==> src/rtl/up_down_counter_3to12_monitor_if.sv <==
// rtl/up_down_counter_3to12_monitor_if.sv - counter-side inputs and checker results of the 3..12 counter monitor
interface up_down_counter_3to12_monitor_if #(
   parameter int WIDTH = 4,
   parameter int CNT_W = 8
);
   logic             clr;
   logic             up_down;
   logic             load;
   logic [WIDTH-1:0] d;
   logic [WIDTH-1:0] q;
   logic             armed;
   logic             err;
   logic [1:0]       err_code;
   logic [WIDTH-1:0] err_q;
   logic [WIDTH-1:0] err_exp;
   logic [CNT_W-1:0] wrap_up_cnt;
   logic [CNT_W-1:0] wrap_dn_cnt;

   // Driver side: the counter's nets plus the clear request.
   modport master (
      output clr, up_down, load, d, q,
      input  armed, err, err_code, err_q, err_exp, wrap_up_cnt, wrap_dn_cnt
   );

   // Monitor side.
   modport slave (
      input  clr, up_down, load, d, q,
      output armed, err, err_code, err_q, err_exp, wrap_up_cnt, wrap_dn_cnt
   );
endinterface

==> src/rtl/up_down_counter_3to12_monitor.sv <==
// rtl/up_down_counter_3to12_monitor.sv - predicts each q of a 3..12 up/down counter, flags and captures the first error, counts wraps
module up_down_counter_3to12_monitor #(
   parameter int WIDTH = 4,
   parameter int MIN   = 3,
   parameter int MAX   = 12,
   parameter int CNT_W = 8
) (
   input  logic clk,
   input  logic reset,
   up_down_counter_3to12_monitor_if.slave mon
);
   localparam logic [WIDTH-1:0] MIN_V = WIDTH'(MIN);
   localparam logic [WIDTH-1:0] MAX_V = WIDTH'(MAX);

   typedef enum logic [1:0] {SYNC, CHECK, HALT} state_t;

   state_t           state;
   logic             armed_r;
   logic             err_r;
   logic [1:0]       err_code_r;
   logic [WIDTH-1:0] err_q_r;
   logic [WIDTH-1:0] err_exp_r;
   logic [CNT_W-1:0] wrap_up_r;
   logic [CNT_W-1:0] wrap_dn_r;

   logic [WIDTH-1:0] p_q;
   logic [WIDTH-1:0] p_d;
   logic             p_ud;
   logic             p_ld;

   logic [WIDTH-1:0] exp_q;
   logic             mism;
   logic             range_err;
   logic             wrap_up;
   logic             wrap_dn;

   // Previous-cycle copy of the counter's inputs and output; the prediction is built from it.
   always_ff @(posedge clk or posedge reset) begin
      if (reset) begin
         p_q  <= '0;
         p_d  <= '0;
         p_ud <= 1'b0;
         p_ld <= 1'b0;
      end else begin
         p_q  <= mon.q;
         p_d  <= mon.d;
         p_ud <= mon.up_down;
         p_ld <= mon.load;
      end
   end

   // Expected counter value now, given what the counter saw on the previous edge.
   always_comb begin
      exp_q = p_d;
      if (!p_ld) begin
         if (p_ud) begin
            exp_q = (p_q >= MAX_V) ? MIN_V : p_q + WIDTH'(1);
         end else begin
            exp_q = (p_q <= MIN_V) ? MAX_V : p_q - WIDTH'(1);
         end
      end
   end

   assign mism      = (mon.q != exp_q);
   assign range_err = (mon.q < MIN_V) || (mon.q > MAX_V);
   // A load is never counted as a wrap, even when it lands on the wrap target.
   assign wrap_up   = !p_ld &&  p_ud && (p_q == MAX_V) && (mon.q == MIN_V);
   assign wrap_dn   = !p_ld && !p_ud && (p_q == MIN_V) && (mon.q == MAX_V);

   // Checker FSM: prime history, check every edge, freeze the first failure; clr beats errors and wraps.
   always_ff @(posedge clk or posedge reset) begin
      if (reset) begin
         state      <= SYNC;
         armed_r    <= 1'b0;
         err_r      <= 1'b0;
         err_code_r <= 2'b00;
         err_q_r    <= '0;
         err_exp_r  <= '0;
         wrap_up_r  <= '0;
         wrap_dn_r  <= '0;
      end else if (mon.clr) begin
         state      <= SYNC;
         armed_r    <= 1'b0;
         err_r      <= 1'b0;
         err_code_r <= 2'b00;
         err_q_r    <= '0;
         err_exp_r  <= '0;
         wrap_up_r  <= '0;
         wrap_dn_r  <= '0;
      end else begin
         if (state != SYNC) begin
            if (wrap_up && (wrap_up_r != '1)) begin
               wrap_up_r <= wrap_up_r + CNT_W'(1);
            end
            if (wrap_dn && (wrap_dn_r != '1)) begin
               wrap_dn_r <= wrap_dn_r + CNT_W'(1);
            end
         end
         case (state)
            SYNC: begin
               state   <= CHECK;
               armed_r <= 1'b1;
            end
            CHECK: begin
               if (mism || range_err) begin
                  state      <= HALT;
                  armed_r    <= 1'b0;
                  err_r      <= 1'b1;
                  err_code_r <= {range_err, mism};
                  err_q_r    <= mon.q;
                  err_exp_r  <= exp_q;
               end
            end
            HALT: begin
               armed_r <= 1'b0;
            end
            default: begin
               state   <= SYNC;
               armed_r <= 1'b0;
            end
         endcase
      end
   end

   assign mon.armed       = armed_r;
   assign mon.err         = err_r;
   assign mon.err_code    = err_code_r;
   assign mon.err_q       = err_q_r;
   assign mon.err_exp     = err_exp_r;
   assign mon.wrap_up_cnt = wrap_up_r;
   assign mon.wrap_dn_cnt = wrap_dn_r;
endmodule

==> src/flat_wrapper.sv <==
// flat-port wrapper written by rule: the top's interface ports become plain ports
module up_down_counter_3to12_monitor_flat 
#(
   parameter int WIDTH = 4,
   parameter int MIN   = 3,
   parameter int MAX   = 12,
   parameter int CNT_W = 8
)
  (clk, reset, mon_clr, mon_up_down, mon_load, mon_d, mon_q, mon_armed, mon_err, mon_err_code, mon_err_q, mon_err_exp, mon_wrap_up_cnt, mon_wrap_dn_cnt);
  up_down_counter_3to12_monitor_if #(.WIDTH(WIDTH), .CNT_W(CNT_W)) mon_i ();
  input  logic clk;
  input  logic reset;
  input wire logic [$bits(mon_i.clr)-1:0] mon_clr;
  input wire logic [$bits(mon_i.up_down)-1:0] mon_up_down;
  input wire logic [$bits(mon_i.load)-1:0] mon_load;
  input wire logic [$bits(mon_i.d)-1:0] mon_d;
  input wire logic [$bits(mon_i.q)-1:0] mon_q;
  output wire logic [$bits(mon_i.armed)-1:0] mon_armed;
  output wire logic [$bits(mon_i.err)-1:0] mon_err;
  output wire logic [$bits(mon_i.err_code)-1:0] mon_err_code;
  output wire logic [$bits(mon_i.err_q)-1:0] mon_err_q;
  output wire logic [$bits(mon_i.err_exp)-1:0] mon_err_exp;
  output wire logic [$bits(mon_i.wrap_up_cnt)-1:0] mon_wrap_up_cnt;
  output wire logic [$bits(mon_i.wrap_dn_cnt)-1:0] mon_wrap_dn_cnt;
  assign mon_i.clr = mon_clr;
  assign mon_i.up_down = mon_up_down;
  assign mon_i.load = mon_load;
  assign mon_i.d = mon_d;
  assign mon_i.q = mon_q;
  assign mon_armed = mon_i.armed;
  assign mon_err = mon_i.err;
  assign mon_err_code = mon_i.err_code;
  assign mon_err_q = mon_i.err_q;
  assign mon_err_exp = mon_i.err_exp;
  assign mon_wrap_up_cnt = mon_i.wrap_up_cnt;
  assign mon_wrap_dn_cnt = mon_i.wrap_dn_cnt;
  up_down_counter_3to12_monitor #(.WIDTH(WIDTH), .MIN(MIN), .MAX(MAX), .CNT_W(CNT_W)) u_core (.clk(clk), .reset(reset), .mon(mon_i));
endmodule
==> config.mk <==
export PLATFORM = sky130hd
export DESIGN_NAME = up_down_counter_3to12_monitor_flat
export DESIGN_NICKNAME = d
export VERILOG_FILES = /design/src/rtl/up_down_counter_3to12_monitor_if.sv /design/src/rtl/up_down_counter_3to12_monitor.sv /design/src/flat_wrapper.sv
export SDC_FILE = /design/constraint.sdc
export NUM_CORES = 1
export LEC_CHECK = 0
export CAP_MARGIN = 20
export CORE_ASPECT_RATIO = 0.8
export CORE_MARGIN = 1.5
export CORE_UTILIZATION = 27
export DETAILED_ROUTE_END_ITERATION = 6
export GPL_ROUTABILITY_DRIVEN = 0
export GPL_TIMING_DRIVEN = 0
export HOLD_SLACK_MARGIN = 0.12
export PLACE_DENSITY_LB_ADDON = 0.08
export SYNTH_ARGS = -nofsm -noshare
export SYNTH_HDL_FRONTEND = slang
export SYNTH_SLANG_ARGS = --single-unit
==> constraint.sdc <==
create_clock -name clk -period 2.7 [get_ports clk]
set_input_delay 0.54 -clock clk [delete_from_list [all_inputs] [get_ports clk]]
set_output_delay 0.54 -clock clk [all_outputs]
set_load 0.01 [all_outputs]
Word-level counts from Yosys, hierarchy flattened
Cells that the tools add are included.
{ "classes": {"addsub": 4, "n_mul": 0, "div_mod_pow": 0, "n_lt_le_gt_ge": 4, "eq_ne": 11, "n_shift": 0, "n_mux": 28, "bitwise_logic": 0, "n_reduce_logical": 23} }
{ "ops": {"columns": ["operator", "count"], "rows": [
  ["2-to-1 mux 8 bit", 6],
  ["2-to-1 mux 4 bit", 10],
  ["adder 8 x 1 -> 8 bit (second input constant)", 2],
  ["inequality test 8 bit (second input constant)", 2],
  ["nonzero test 2 bit", 6],
  ["2-to-1 mux 2 bit", 5],
  ["== test 4 x 2 -> 1 bit (second input constant)", 2],
  ["== test 4 bit (second input constant)", 2],
  ["logical AND 1 bit", 8],
  ["AND reduction 2 bit", 4],
  ["case mux 2 bit (3 select lines)", 1],
  ["2-to-1 mux 1 bit", 5],
  ["adder 4 x 1 -> 4 bit (second input constant)", 1],
  ["greater-or-equal comparator 4 bit (second input constant)", 1],
  ["> comparator 4 bit (second input constant)", 1],
  ["<= comparator 4 x 2 -> 1 bit (second input constant)", 1],
  ["less-than comparator 4 x 2 -> 1 bit (second input constant)", 1],
  ["inequality test 4 bit", 1],
  ["subtractor 4 x 1 -> 4 bit (second input constant)", 1],
  ["inequality test 3 x 2 -> 1 bit (second input constant)", 1],
  ["== test 2 x 1 -> 1 bit (second input constant)", 1],
  ["== test 2 bit (second input constant)", 1],
  ["logical NOT 1 bit", 2],
  ["logical NOT 2 bit", 1],
  ["3 further kinds", 4]
]} }
{ "word_totals": {"register_bits": 40, "latch_bits": 0, "mem_bits_rw": 0, "rom_bits": 0, "inputBits": 13, "output_inout_bits": 28, "wordCells": 82, "mem_count": 0} }

Depth between registers and ports, before layout
Gate-level depths: netlist of run 1.
{ "depth": {"ltp_word": 9, "ltp_mapped": 9, "mapped_depth_nobuf": 8} }

Worst setup path after synthesis of run 1
Ideal clock, no wire load.
{ "synth_timing": {"path_kind": "register to register", "startpoint": "reg u_core.p_q[0]", "endpoint": "reg u_core.err_exp_r[2], in the netlist u_core.mon.err_exp[2]", "setup_ns": 0.125, "arrival_ns": 2.122, "t_required_ns": 2.575, "slack_ns": 0.453, "path_stages_with_launch": 10, "n_path_buf": 1, "period_less_slack_ns": 2.247, "cell_sequence": "dfrtp_1 inv_1 ha_1 or3b_1 a21boi_2 nor2_1 xnor2_1 a41o_1 buf_6 mux2_4"} }
{ "synth_via": {"elab_chain_len": 8, "word_cells_on_any_way": 15, "classes_between": "add/sub (2); order compare (2); eq/ne (1); mux (7); reduce/logical (3)"} }
{ "synth_rtl": {"columns": ["item", "line_no", "rtl"], "rows": [
  ["start, declared", "up_down_counter_3to12_monitor.sv:26", "logic [WIDTH-1:0] p_q;"],
  ["start signal, assigned", "up_down_counter_3to12_monitor.sv:45", "p_q <= mon.q;"],
  ["subtractor 4 x 1 -> 4 bit, or another cell as far along", "up_down_counter_3to12_monitor.sv:59", "exp_q = (p_q <= MIN_V) ? MAX_V : p_q - WIDTH'(1);"],
  ["2-to-1 mux 4 bit (on tied branches)", "up_down_counter_3to12_monitor.sv:59, up_down_counter_3to12_monitor.sv:57", null],
  ["2-to-1 mux 4 bit (*)", "up_down_counter_3to12_monitor.sv:56", "if (p_ud) begin"],
  ["2-to-1 mux 4 bit (*)", "up_down_counter_3to12_monitor.sv:55", "if (!p_ld) begin"],
  ["inequality test 4 bit", "up_down_counter_3to12_monitor.sv:64", "assign mism = (mon.q != exp_q);"],
  ["logical OR 1 bit", "up_down_counter_3to12_monitor.sv:105", "if (mism || range_err) begin"],
  ["nonzero test 2 bit (no line)", null, null],
  ["AND reduction 2 bit (no line)", null, null],
  ["end signal, assigned", "up_down_counter_3to12_monitor.sv:111", "err_exp_r <= exp_q;"],
  ["end, declared", "up_down_counter_3to12_monitor.sv:22", "logic [WIDTH-1:0] err_exp_r;"]
]} }
Every way passes the cells marked *; elsewhere a longest branch is shown, timed or not. The select of a mux whose other input is x is not followed.
A chain may end at the register's enable or synchronous reset.

Worst setup path in the final report of run 1
{ "layout_timing": {"startpoint": "reg u_core.p_q[2]", "endpoint": "reg u_core.err_exp_r[2], in the netlist u_core.mon.err_exp[2]"} }
Same word-level chain as after synthesis.

==> results of run 1 <==
==> what timing repair did <==
item                                    CTS  global route
gates resized for setup                   0             0
endpoints found under the setup margin    0             1
hold buffers                              0             0
==> power by group <==
part	switching, mW	internal [mW]
clock network	0.223	0.274
registers	0.0511	0.651
logic	0.164	0.179
total	0.438	1.10
==> critical path: cells and delay by family, from the launching register on <==
family | cells | cell delay (ps)
compound gates | 3 | 720
buf+inv | 2 | 370
flops | 1 | 440
mux | 1 | 310
simple gates | 2 | 590
==> cell families (layout without fill, tap and decap cells) <==
logic type | Yosys count | in the layout | share of synthesized area, %
buffers and inverters | 16 | 65 | 3.64
and+or+nand+nor | 93 | 93 | 25.6
DFF | 40 | 40 | 47.7
xor gates and xnor gates | 14 | 14 | 5.84
muxes | 10 | 10 | 5.13
AOI/OAI and AO/OA | 26 | 26 | 9.12
adders and majority gates | 5 | 5 | 2.98
==> cell usage in the layout, fill, tap and decap left out, types with 2 or more instances in the layout <==
cell type        count
a211oi_1             2
a21oi_1              6
a31o_2               2
a41oi_1              2
and2b_2              2
and3_1               2
clkbuf_1             4
clkbuf_8             5
clkdlybuf4s50_1     40
dfrtp_1             40
ha_1                 5
inv_1                8
mux2_2               2
mux2i_1              7
nand2_1             13
nand2b_1            15
nand3_1              3
nand3b_1             3
nand4_1              4
nor2_1              22
nor2b_1              3
nor3_1               6
nor3b_1              2
nor4_1               6
nor4b_1              4
o21ai_0              4
xnor2_1             14
==> metrics by stage <==
stage	TNS [ps]	hold slack [ps]	power, mW
floorplan	0	475	0.896
global route	0	449	1.64
finish	0	443	1.54
CTS	0	444	1.57
global placement	-395	507	1.06
detailed placement	-153	509	1.06
==> layer usage <==
metal	track usage (%)	vias to the layer above	part of all wire [%]
met3	3.23	2	3.2
met4	3.75	0	0.59
met5	0	-	0
li1	-	811	-
met1	21.0	792	55
met2	19.0	24	41
==> flip-flops by register name, summed over array words and instances (netlist names) <==
signal and flops:
u_core.mon.err_exp 4, u_core.state 2, u_core.mon.err_q 4, u_core.p_q 4, u_core.p_ud 1, u_core.mon.err_code 2
u_core.p_ld 1, u_core.p_d 4, u_core.mon.err 1, u_core.mon.wrap_dn_cnt 8, u_core.mon.armed 1, u_core.mon.wrap_up_cnt 8
==> layout make-up <==
cell class	instances	area [sq um]	area share [%]
Timing Repair Buffer	41	420	15.2
Tap cell	105	131	4.76
Buffer	7	42.5	1.54
Sequential cell	40	1000	36.2
Multi-Input combinational cell	148	1020	37.0
Clock buffer	5	68.8	2.49
Inverter	9	33.8	1.22
Clock inverter	3	42.5	1.54
==> synth_stat cells (all sizes together) (2+ instances only) <==
master,number
a41oi,2
inv,9
nand2,13
nor4,7
and2b,2
nor2b,3
a21boi,2
and3,2
clkbuf,4
a211oi,2
buf,2
nor3,6
nand3b,3
nand3,3
xnor2,14
o21ai,4
mux2,3
a21oi,6
nor2,22
nor3b,2
a31o,2
ha,5
dfrtp,40
nor4b,4
mux2i,7
nand2b,15
nand4,4
==> final timing paths <==
path                                             from                                    end  slack (ps)
hold / removal                                  reset  u_core.mon.wrap_dn_cnt[1]$_DFFE_PP0P_         440
min in group clk           u_core.mon.err$_DFFE_PP0P_             u_core.mon.err$_DFFE_PP0P_         520
setup reg to reg              u_core.p_q[2]$_DFF_PP0_      u_core.mon.err_exp[2]$_DFFE_PP0P_         160
hold reg to reg            u_core.mon.err$_DFFE_PP0P_             u_core.mon.err$_DFFE_PP0P_         520
max in group asynchronous                       reset                  u_core.p_ud$_DFF_PP0_        1850
setup / recovery              u_core.p_q[2]$_DFF_PP0_      u_core.mon.err_exp[2]$_DFFE_PP0P_         160
==> results.yml, run 1 <==
global_route:
  grt_pass1_wl_um: 8600
  grt_antenna_before_repair: 0
  grt_max_degree: 37
  grt_pass1_vias: 1647
  grt_util_all_layers_pct: 13.7
  grt.overflow.total: 0
clock_network:
  clock_latency_ps: 290
  cts_made_buffers: 5
  cts_setup_buffers: 0
  root_buffer: "clkbuf_8"
  cts_tree: "yes"
  cts_htree_levels: 2
  clk_pin_slew_ps: 90
  clockBufferDepth: 2
  clkSinkCount: 40
finish:
  syn2layout_area_growth_pct: 31.6
  nNetsFinal: 270
  postLayoutCellArea_sq_mm: 0.00276
  drive_gt1_share_pct: 9.49
  finalNonFillerCells: 358
  fill_cells: 759
  final_core_util_pct: 37.0
  num_antenna_cells: 0
yosys:
  synth_top_area_share_pct: 47.7
  yosysWarnings: 0
  netlist_area_sq_mm: 0.00210
  ys_ff_latch: 40
  synth-edff-count: 0
  ys_async_sr_fraction_pct: 100
  post_synth.cell_area_avg_sq_um: 10.3
  synth_area_leader_cell: "dfrtp_1"
  ys_types: 47
  synthTopCellsByArea: "dfrtp_1 (48%), xnor2_1 (5.8%), nand2b_1 (4.5%)"
  yosysSeqAreaShare_pct: 47.7
  synth_cells: 204
  ys.flop_type: "dfrtp_1"
  syn-num-nets: 222
critical_path:
  critPathMaxFanout: 10
  crit_type: "reg2reg"
  cp_slowest_cell: "dfrtp_1"
  start_kind: "register"
  cp_cell_sequence: "buf_4 -> o21bai_1 -> a221o_2 -> and3_1 -> nor4_4 -> a41o_1 -> buf_6 -> mux2_4"
  reg2reg_depth: 8
  worstPathArrival_ps: 2730
  crit_required_ps: 2890
  slowest_delay_ps: 440
  worstSetupEndpointType: "register"
timing:
  skew_ps: 9.17
  timing.final.max_slew_violations: 0
  tightestPinTransition_ps: 823
  fin_crit_ps: 2540
  post-route-period-util_pct: 94.2
  setup_viol: 0
  slew-limit-headroom_pct: 44.7
  max_freq_ghz: 0.393
  fin_ws_ps: 158
  finalHoldViolCount: 0
  rsz0062_at_grt: "false"
detailed_routing:
  drt-total-wl_um: 5100
  routedWlPerCell_um: 14.2
  drt_iter0_drc: 65
  firstDrtPassIters: 6
  postRouteAntennaNets: 0
  drc_errors: 0
  vias: 1629
  avgViaCountPerCell: 4.55
die:
  die_width_um: 102
  initial_core_util_pct: 28.1
  fp.dieH_um: 81.9
  ios: 41
  core_region_area_sq_mm: 0.00746
  die-area_sq_mm: 0.00831
  rows: 28
place:
  pre_cts_slack_ps: -74.8
  dpl-instance-area_sq_mm: 0.00265
  dp_cells: 350
  dpl.hpwl_um: 3690
  port_buffers: 40
pwr:
  powerDensity_mw_per_mm2: 558
  p_leak_nw: 1.14
  ir_drop_uv: 207
outcome:
  outcome: "finished, final reports clean"
job:
  drv_cap: 0
hold_path:
  hold_path_class: "in2async"
(Power assumes the default switching activity.)
==> inputs of run 2 (changes only) <==
HOLD_SLACK_MARGIN = 0.08   (was 0.12)
==> results of run 2 <==
The final DEF is identical to that of run 1; final timing and power are the same.
